### src/rtl/serial_adder_if.sv
// Operand/result bundle for the bit-serial adder: requester drives master, adder sits on slave.
interface serial_adder_if #(
  parameter int unsigned WIDTH = 8
);
  logic             start;
  logic [WIDTH-1:0] a;
  logic [WIDTH-1:0] b;
  logic             cin;
  logic             ready;
  logic             busy;
  logic             done;
  logic [WIDTH-1:0] sum;
  logic             cout;
  logic             ovf;

  modport master (
    output start, a, b, cin,
    input  ready, busy, done, sum, cout, ovf
  );

  modport slave (
    input  start, a, b, cin,
    output ready, busy, done, sum, cout, ovf
  );
endinterface

### src/rtl/serial_adder.sv
// Bit-serial ripple adder: one full-adder stage per cycle, LSB first, WIDTH cycles per add.
// Result, carry and signed overflow are published together on the single-cycle done pulse.
module serial_adder #(
  parameter int unsigned WIDTH = 8
) (
  input  logic           i_clk,
  input  logic           i_rst_n,
  serial_adder_if.slave  io_bus
);

  localparam int unsigned CntW = (WIDTH > 1) ? $clog2(WIDTH) : 1;

  typedef enum logic [1:0] {StIdle, StAdd, StDone} state_e;

  state_e           r_state;
  state_e           w_state_next;
  logic [WIDTH-1:0] r_a_sh;
  logic [WIDTH-1:0] r_b_sh;
  logic [WIDTH-1:0] r_res_sh;
  logic             r_carry;
  logic [CntW-1:0]  r_cnt;
  logic [WIDTH-1:0] r_sum;
  logic             r_cout;
  logic             r_ovf;

  logic             w_sum_bit;
  logic             w_carry_next;
  logic [WIDTH-1:0] w_res_next;
  logic             w_last;

  always_comb begin
    w_sum_bit    = r_a_sh[0] ^ r_b_sh[0] ^ r_carry;
    w_carry_next = (r_a_sh[0] & r_b_sh[0]) | (r_carry & (r_a_sh[0] ^ r_b_sh[0]));
    w_res_next   = {w_sum_bit, r_res_sh[WIDTH-1:1]};
    w_last       = (r_cnt == CntW'(WIDTH - 1));
  end

  always_comb begin
    w_state_next = r_state;
    unique case (r_state)
      StIdle:  if (io_bus.start) w_state_next = StAdd;
      StAdd:   if (w_last) w_state_next = StDone;
      StDone:  w_state_next = StIdle;
      default: w_state_next = StIdle;
    endcase
  end

  always_ff @(posedge i_clk) begin
    if (!i_rst_n) begin
      r_state  <= StIdle;
      r_a_sh   <= '0;
      r_b_sh   <= '0;
      r_res_sh <= '0;
      r_carry  <= 1'b0;
      r_cnt    <= '0;
      r_sum    <= '0;
      r_cout   <= 1'b0;
      r_ovf    <= 1'b0;
    end else begin
      r_state <= w_state_next;
      unique case (r_state)
        StIdle: begin
          if (io_bus.start) begin
            r_a_sh   <= io_bus.a;
            r_b_sh   <= io_bus.b;
            r_carry  <= io_bus.cin;
            r_res_sh <= '0;
            r_cnt    <= '0;
          end
        end
        StAdd: begin
          r_a_sh   <= r_a_sh >> 1;
          r_b_sh   <= r_b_sh >> 1;
          r_res_sh <= w_res_next;
          r_carry  <= w_carry_next;
          r_cnt    <= r_cnt + 1'b1;
          // On the MSB stage r_carry is the carry into the MSB, so ovf = c_in(msb) ^ c_out(msb)
          if (w_last) begin
            r_sum  <= w_res_next;
            r_cout <= w_carry_next;
            r_ovf  <= r_carry ^ w_carry_next;
          end
        end
        default: ;
      endcase
    end
  end

  assign io_bus.ready = (r_state == StIdle);
  assign io_bus.busy  = (r_state == StAdd);
  assign io_bus.done  = (r_state == StDone);
  assign io_bus.sum   = r_sum;
  assign io_bus.cout  = r_cout;
  assign io_bus.ovf   = r_ovf;

endmodule

### src/flat_wrapper.sv
// flat-port wrapper written by rule: the top's interface ports become plain ports
module serial_adder_flat 
#(
  parameter int unsigned WIDTH = 8
)
  (i_clk, i_rst_n, io_bus_start, io_bus_a, io_bus_b, io_bus_cin, io_bus_ready, io_bus_busy, io_bus_done, io_bus_sum, io_bus_cout, io_bus_ovf);
  serial_adder_if #(.WIDTH(WIDTH)) io_bus_i ();
  input  logic i_clk;
  input  logic i_rst_n;
  input wire logic [$bits(io_bus_i.start)-1:0] io_bus_start;
  input wire logic [$bits(io_bus_i.a)-1:0] io_bus_a;
  input wire logic [$bits(io_bus_i.b)-1:0] io_bus_b;
  input wire logic [$bits(io_bus_i.cin)-1:0] io_bus_cin;
  output wire logic [$bits(io_bus_i.ready)-1:0] io_bus_ready;
  output wire logic [$bits(io_bus_i.busy)-1:0] io_bus_busy;
  output wire logic [$bits(io_bus_i.done)-1:0] io_bus_done;
  output wire logic [$bits(io_bus_i.sum)-1:0] io_bus_sum;
  output wire logic [$bits(io_bus_i.cout)-1:0] io_bus_cout;
  output wire logic [$bits(io_bus_i.ovf)-1:0] io_bus_ovf;
  assign io_bus_i.start = io_bus_start;
  assign io_bus_i.a = io_bus_a;
  assign io_bus_i.b = io_bus_b;
  assign io_bus_i.cin = io_bus_cin;
  assign io_bus_ready = io_bus_i.ready;
  assign io_bus_busy = io_bus_i.busy;
  assign io_bus_done = io_bus_i.done;
  assign io_bus_sum = io_bus_i.sum;
  assign io_bus_cout = io_bus_i.cout;
  assign io_bus_ovf = io_bus_i.ovf;
  serial_adder #(.WIDTH(WIDTH)) u_core (.i_clk(i_clk), .i_rst_n(i_rst_n), .io_bus(io_bus_i));
endmodule
### config.mk
export PLATFORM = sky130hd
export DESIGN_NAME = serial_adder_flat
export DESIGN_NICKNAME = d
export VERILOG_FILES = /design/src/rtl/serial_adder_if.sv /design/src/rtl/serial_adder.sv /design/src/flat_wrapper.sv
export SDC_FILE = /design/constraint.sdc
export NUM_CORES = 1
export LEC_CHECK = 0
export BUFFER_PORTS_ARGS = -buffer_cell sky130_fd_sc_hd__buf_2
export CORE_MARGIN = 10
export CORE_UTILIZATION = 56
export CTS_BUF_LIST = sky130_fd_sc_hd__clkbuf_4
export DETAILED_ROUTE_END_ITERATION = 7
export PLACE_DENSITY = 0.78
export SYNTH_ARGS = -nofsm -noshare
export SYNTH_HDL_FRONTEND = slang
export SYNTH_SLANG_ARGS = --single-unit
### constraint.sdc
create_clock -name i_clk -period 1.8 [get_ports i_clk]
set_clock_uncertainty 0.2 [all_clocks]
set_input_delay 0.27 -clock i_clk [delete_from_list [all_inputs] [get_ports i_clk]]
set_output_delay 0.27 -clock i_clk [all_outputs]
set_load 0.05 [all_outputs]
==> reports/qor.csv <==
stage;metric;value;unit
timing;hold slack;0.009670;ns
timing;period utilization;93.81;%
drt;routed wire length per instance;14.25;um
floorplanning;I/O Pins;33;
clock_network;clock buffer count from CTS;5;
power;Sw Ratio;26.64;%
synth;post-synth cell types;28;
floorplanning;Die H;74.70;um
setup_path;Reg2Reg Setup Slack;0.18;ns
min_path;Worst Hold Launch;io_bus_b[2];
setup_path;crit end category;output pin;
power;Power Internal;1.171;mW
placed_design;port buffer count;32;
drt;drt first pass iters;4;
power;Pwr Density;798.0;nW/um^2
synth;Post-Syn Area per Cell;9.855;sq um
min_path;Hold Crit Depth;3;
finish;Synth-to-Final Area Change;19.42;%
drt;DR vias/cell;5.432;
drt;Routed WL;3463;um
setup_path;CP startpoint kind;register;
power;combinational power share;13.3;%
power;sequential power share;58.4;%
timing;Least-Margin Pin Slew;0.5667;ns
job;Max-Cap Viols;0;
floorplanning;Die ar.;5579;sq um
run_status;status;complete, no violations;
drt;DRT antenna net count;0;
clock_network;Reg clk slew, reported paths;0.11;ns
power;part of the power in the clock network;28.3;%
power;Leak Pwr;0.8025;nW
drt;via count;1320;
synth;Mapped Nets;193;
synth;synth warn;0;
synth;Gate Count Post-Synth;170;
synth;Seq/Total Area, Yosys;46.60;%
finish;register area;783.3;sq um
synth;area of the mapped netlist;1675;sq um
placed_design;GPL Wtd Cong;0.7462;
clock_network;CTS root buf;clkbuf_4;
synth;register bit count reported by yosys;39;
global_route;GRT Resource Usage Total;13.11;%
setup_path;reg2reg path depth;5;
setup_path;Worst Path Max Fanout;12;
min_path;Hold EP;u_core.r_b_sh[2];
global_route;vias in the first global route;1318;
finish;Multi-input gate area;748.2;sq um
finish;nets@finish;234;
floorplanning;row cnt;19;
clock_network;Setup Buffers After CTS;0;
finish;ANT cells;0;
global_route;gr ovfl total;0;
timing;crit path time final;1.689;ns
global_route;global-route wire length before repair;5706;um
clock_network;worst skew pair latency;0.35;ns
setup_path;worst r2r dst;u_core.io_bus.cout;
timing;RSZ-0062 raised after global routing;no;
clock_network;CTS tree;built;
setup_path;CP Data Arrival Time;1.22;ns
min_path;worst min-delay path category;in2reg;
timing;Final setup viols;0;
finish;FILL cells;212;
power;Switching Power;0.4253;mW
clock_network;H-tree levels;2;
clock_network;clk sinks;39;
floorplanning;core footprint;2805;sq um
synth;EDFF count, synth;0;
setup_path;WP data required;1.33;ns
global_route;initial antenna violation count;0;
setup_path;WS Path Type;reg2out;
global_route;largest net degree at the start of global routing;26;
floorplanning;die boundary width;74.70;um
floorplanning;Initial Util;59.72;%
synth;Async SR Flop Fraction;0;%
clock_network;Max clock buf depth;2;
synth;top_reg_cell synth;dfxtp_1;
timing;Slew headroom;62.12;%
finish;most common cell after layout, fill and taps aside;dfxtp_1;
placed_design;dpl cells;226;
drt;DRT iter0 DRCs;118;
finish;fin area;2001;sq um
timing;Final Max Tran Viols;0;
timing;final hold violations;0;
placed_design;placed inst area;1836;sq um
power;Peak VDD IR;0.0004828;V
finish;most frequent cells in the layout;37 x dfxtp_1, 31 x buf_2, 19 x nand2_1;
setup_path;r2r startpoint;u_core.r_cnt[0];
drt;DRC viols;0;
finish;layout cells sized above 1;29.25;%
finish;post-route insts no fill;243;
placed_design;DP HPWL;2445;um
timing;Max Freq;592.2;MHz
-- what timing repair did --
action                                  4_1_cts  5_1_grt
hold endpoints to repair                      9        0
endpoints found under the setup margin        5       25
hold buffers                                  9        0
gates resized for setup                       4        3
-- through the flow --
| step | setup TNS, ns | utilization, % | total power, mW | setup slack [ns] |
|---|---|---|---|---|
| finish | 0 | 71.32 | 1.597 | 0.1115 |
| global route | 0 | 71.32 | 1.670 | 0.006211 |
| CTS | 0 | 70.96 | 1.610 | 0.001440 |
| detailed placement | -0.01116 | 65.43 | 1.145 | -0.01116 |
| global placement | 0 | 65.43 | 1.137 | 0.08813 |
| floorplan | 0 | - | 1.095 | 0.05896 |
-- cells by family after synthesis --
kind of cell | after synthesis | synth area share (%)
AOI/OAI and AO/OA | 54 | 26.89
and+or+nand+nor | 40 | 12.85
DFF | 39 | 46.60
buffers and inverters | 31 | 9.261
adders and majority gates | 3 | 2.688
muxes | 2 | 1.195
xor gates and xnor gates | 1 | 0.5229
-- worst max-delay path, stage by stage (launching register included) --
cell      delay (ns)
dfxtp_2         0.38
nand2b_1        0.18
inv_2           0.13
buf_6           0.18
-- power by group through the flow --
| stage | Sequential (mW) | Clock, mW | Combinational [mW] |
|---|---|---|---|
| 2_1_floorplan | 0.943 | 0 | 0.152 |
| 6_report | 0.932 | 0.452 | 0.212 |
| 4_1_cts | 0.932 | 0.465 | 0.212 |
| 3_5_place_dp | 0.951 | 0 | 0.193 |
| 3_3_place_gp | 0.948 | 0 | 0.189 |
| 5_1_grt | 0.938 | 0.499 | 0.234 |
-- worst max path at each step --
| stage | startpoint | endpoint | slack [ns] | cells past startpoint |
|---|---|---|---|---|
| 2_1_floorplan | u_core.r_state[1] | io_bus_done | 0.06 | 2 |
| 3_3_place_gp | io_bus_start | u_core.r_cnt[0] | 0.09 | 4 |
| 3_5_place_dp | u_core.r_state[0] | u_core.r_res_sh[2] | -0.01 | 3 |
| 4_1_cts | u_core.r_state[0] | u_core.r_res_sh[2] | 0.001 | 3 |
| 5_1_grt | u_core.r_cnt[0] | u_core.io_bus.sum[2] | 0.006 | 5 |
| 6_report | u_core.r_state[1] | io_bus_busy | 0.11 | 3 |
-- Yosys cell counts, types with 2 or more instances --
library cell / number / area share, %
o221ai_1: 5 / 2.6
nor2_1: 2 / 0.45
ha_1: 2 / 1.5
mux2i_1: 2 / 1.2
nor2b_1: 11 / 4.1
inv_1: 17 / 3.8
o221ai_2: 10 / 9.0
nand4bb_1: 2 / 1.3
o21ai_0: 2 / 0.60
clkbuf_1: 5 / 1.1
buf_2: 6 / 1.8
a21boi_0: 11 / 4.9
dfxtp_1: 39 / 47
a21oi_1: 15 / 4.5
nand2_1: 19 / 4.3
buf_6: 2 / 1.3
a22oi_1: 9 / 4.0
-- flip-flops by register name, indices dropped and copies added (netlist names) --
register	count
u_core.r_cnt	3
u_core.r_b_sh	8
u_core.io_bus.cout	1
u_core.io_bus.sum	8
u_core.r_res_sh	7
u_core.r_a_sh	8
u_core.r_state	2
u_core.io_bus.ovf	1
u_core.r_carry	1
-- cell type report --
type,count,area share (%)
well taps,31,1.939
clock inverters,2,0.6254
multi-input cells,100,37.40
repair buffers,48,15.45
inverters,17,3.189
clock buffers,6,2.251
flip-flops and latches,39,39.15
-- metal layers --
metal  track usage [%]  vias up  share of wire, %  routed length [um]
met4             7.773        0               1.5                  51
met5                 0        -                 0                   0
met1             15.35      614                45                1565
li1                  -      671                 -                   -
met3             4.205        6               6.0                 209
met2             20.65       29                47                1638
Power figures use the tool's default switching activity.
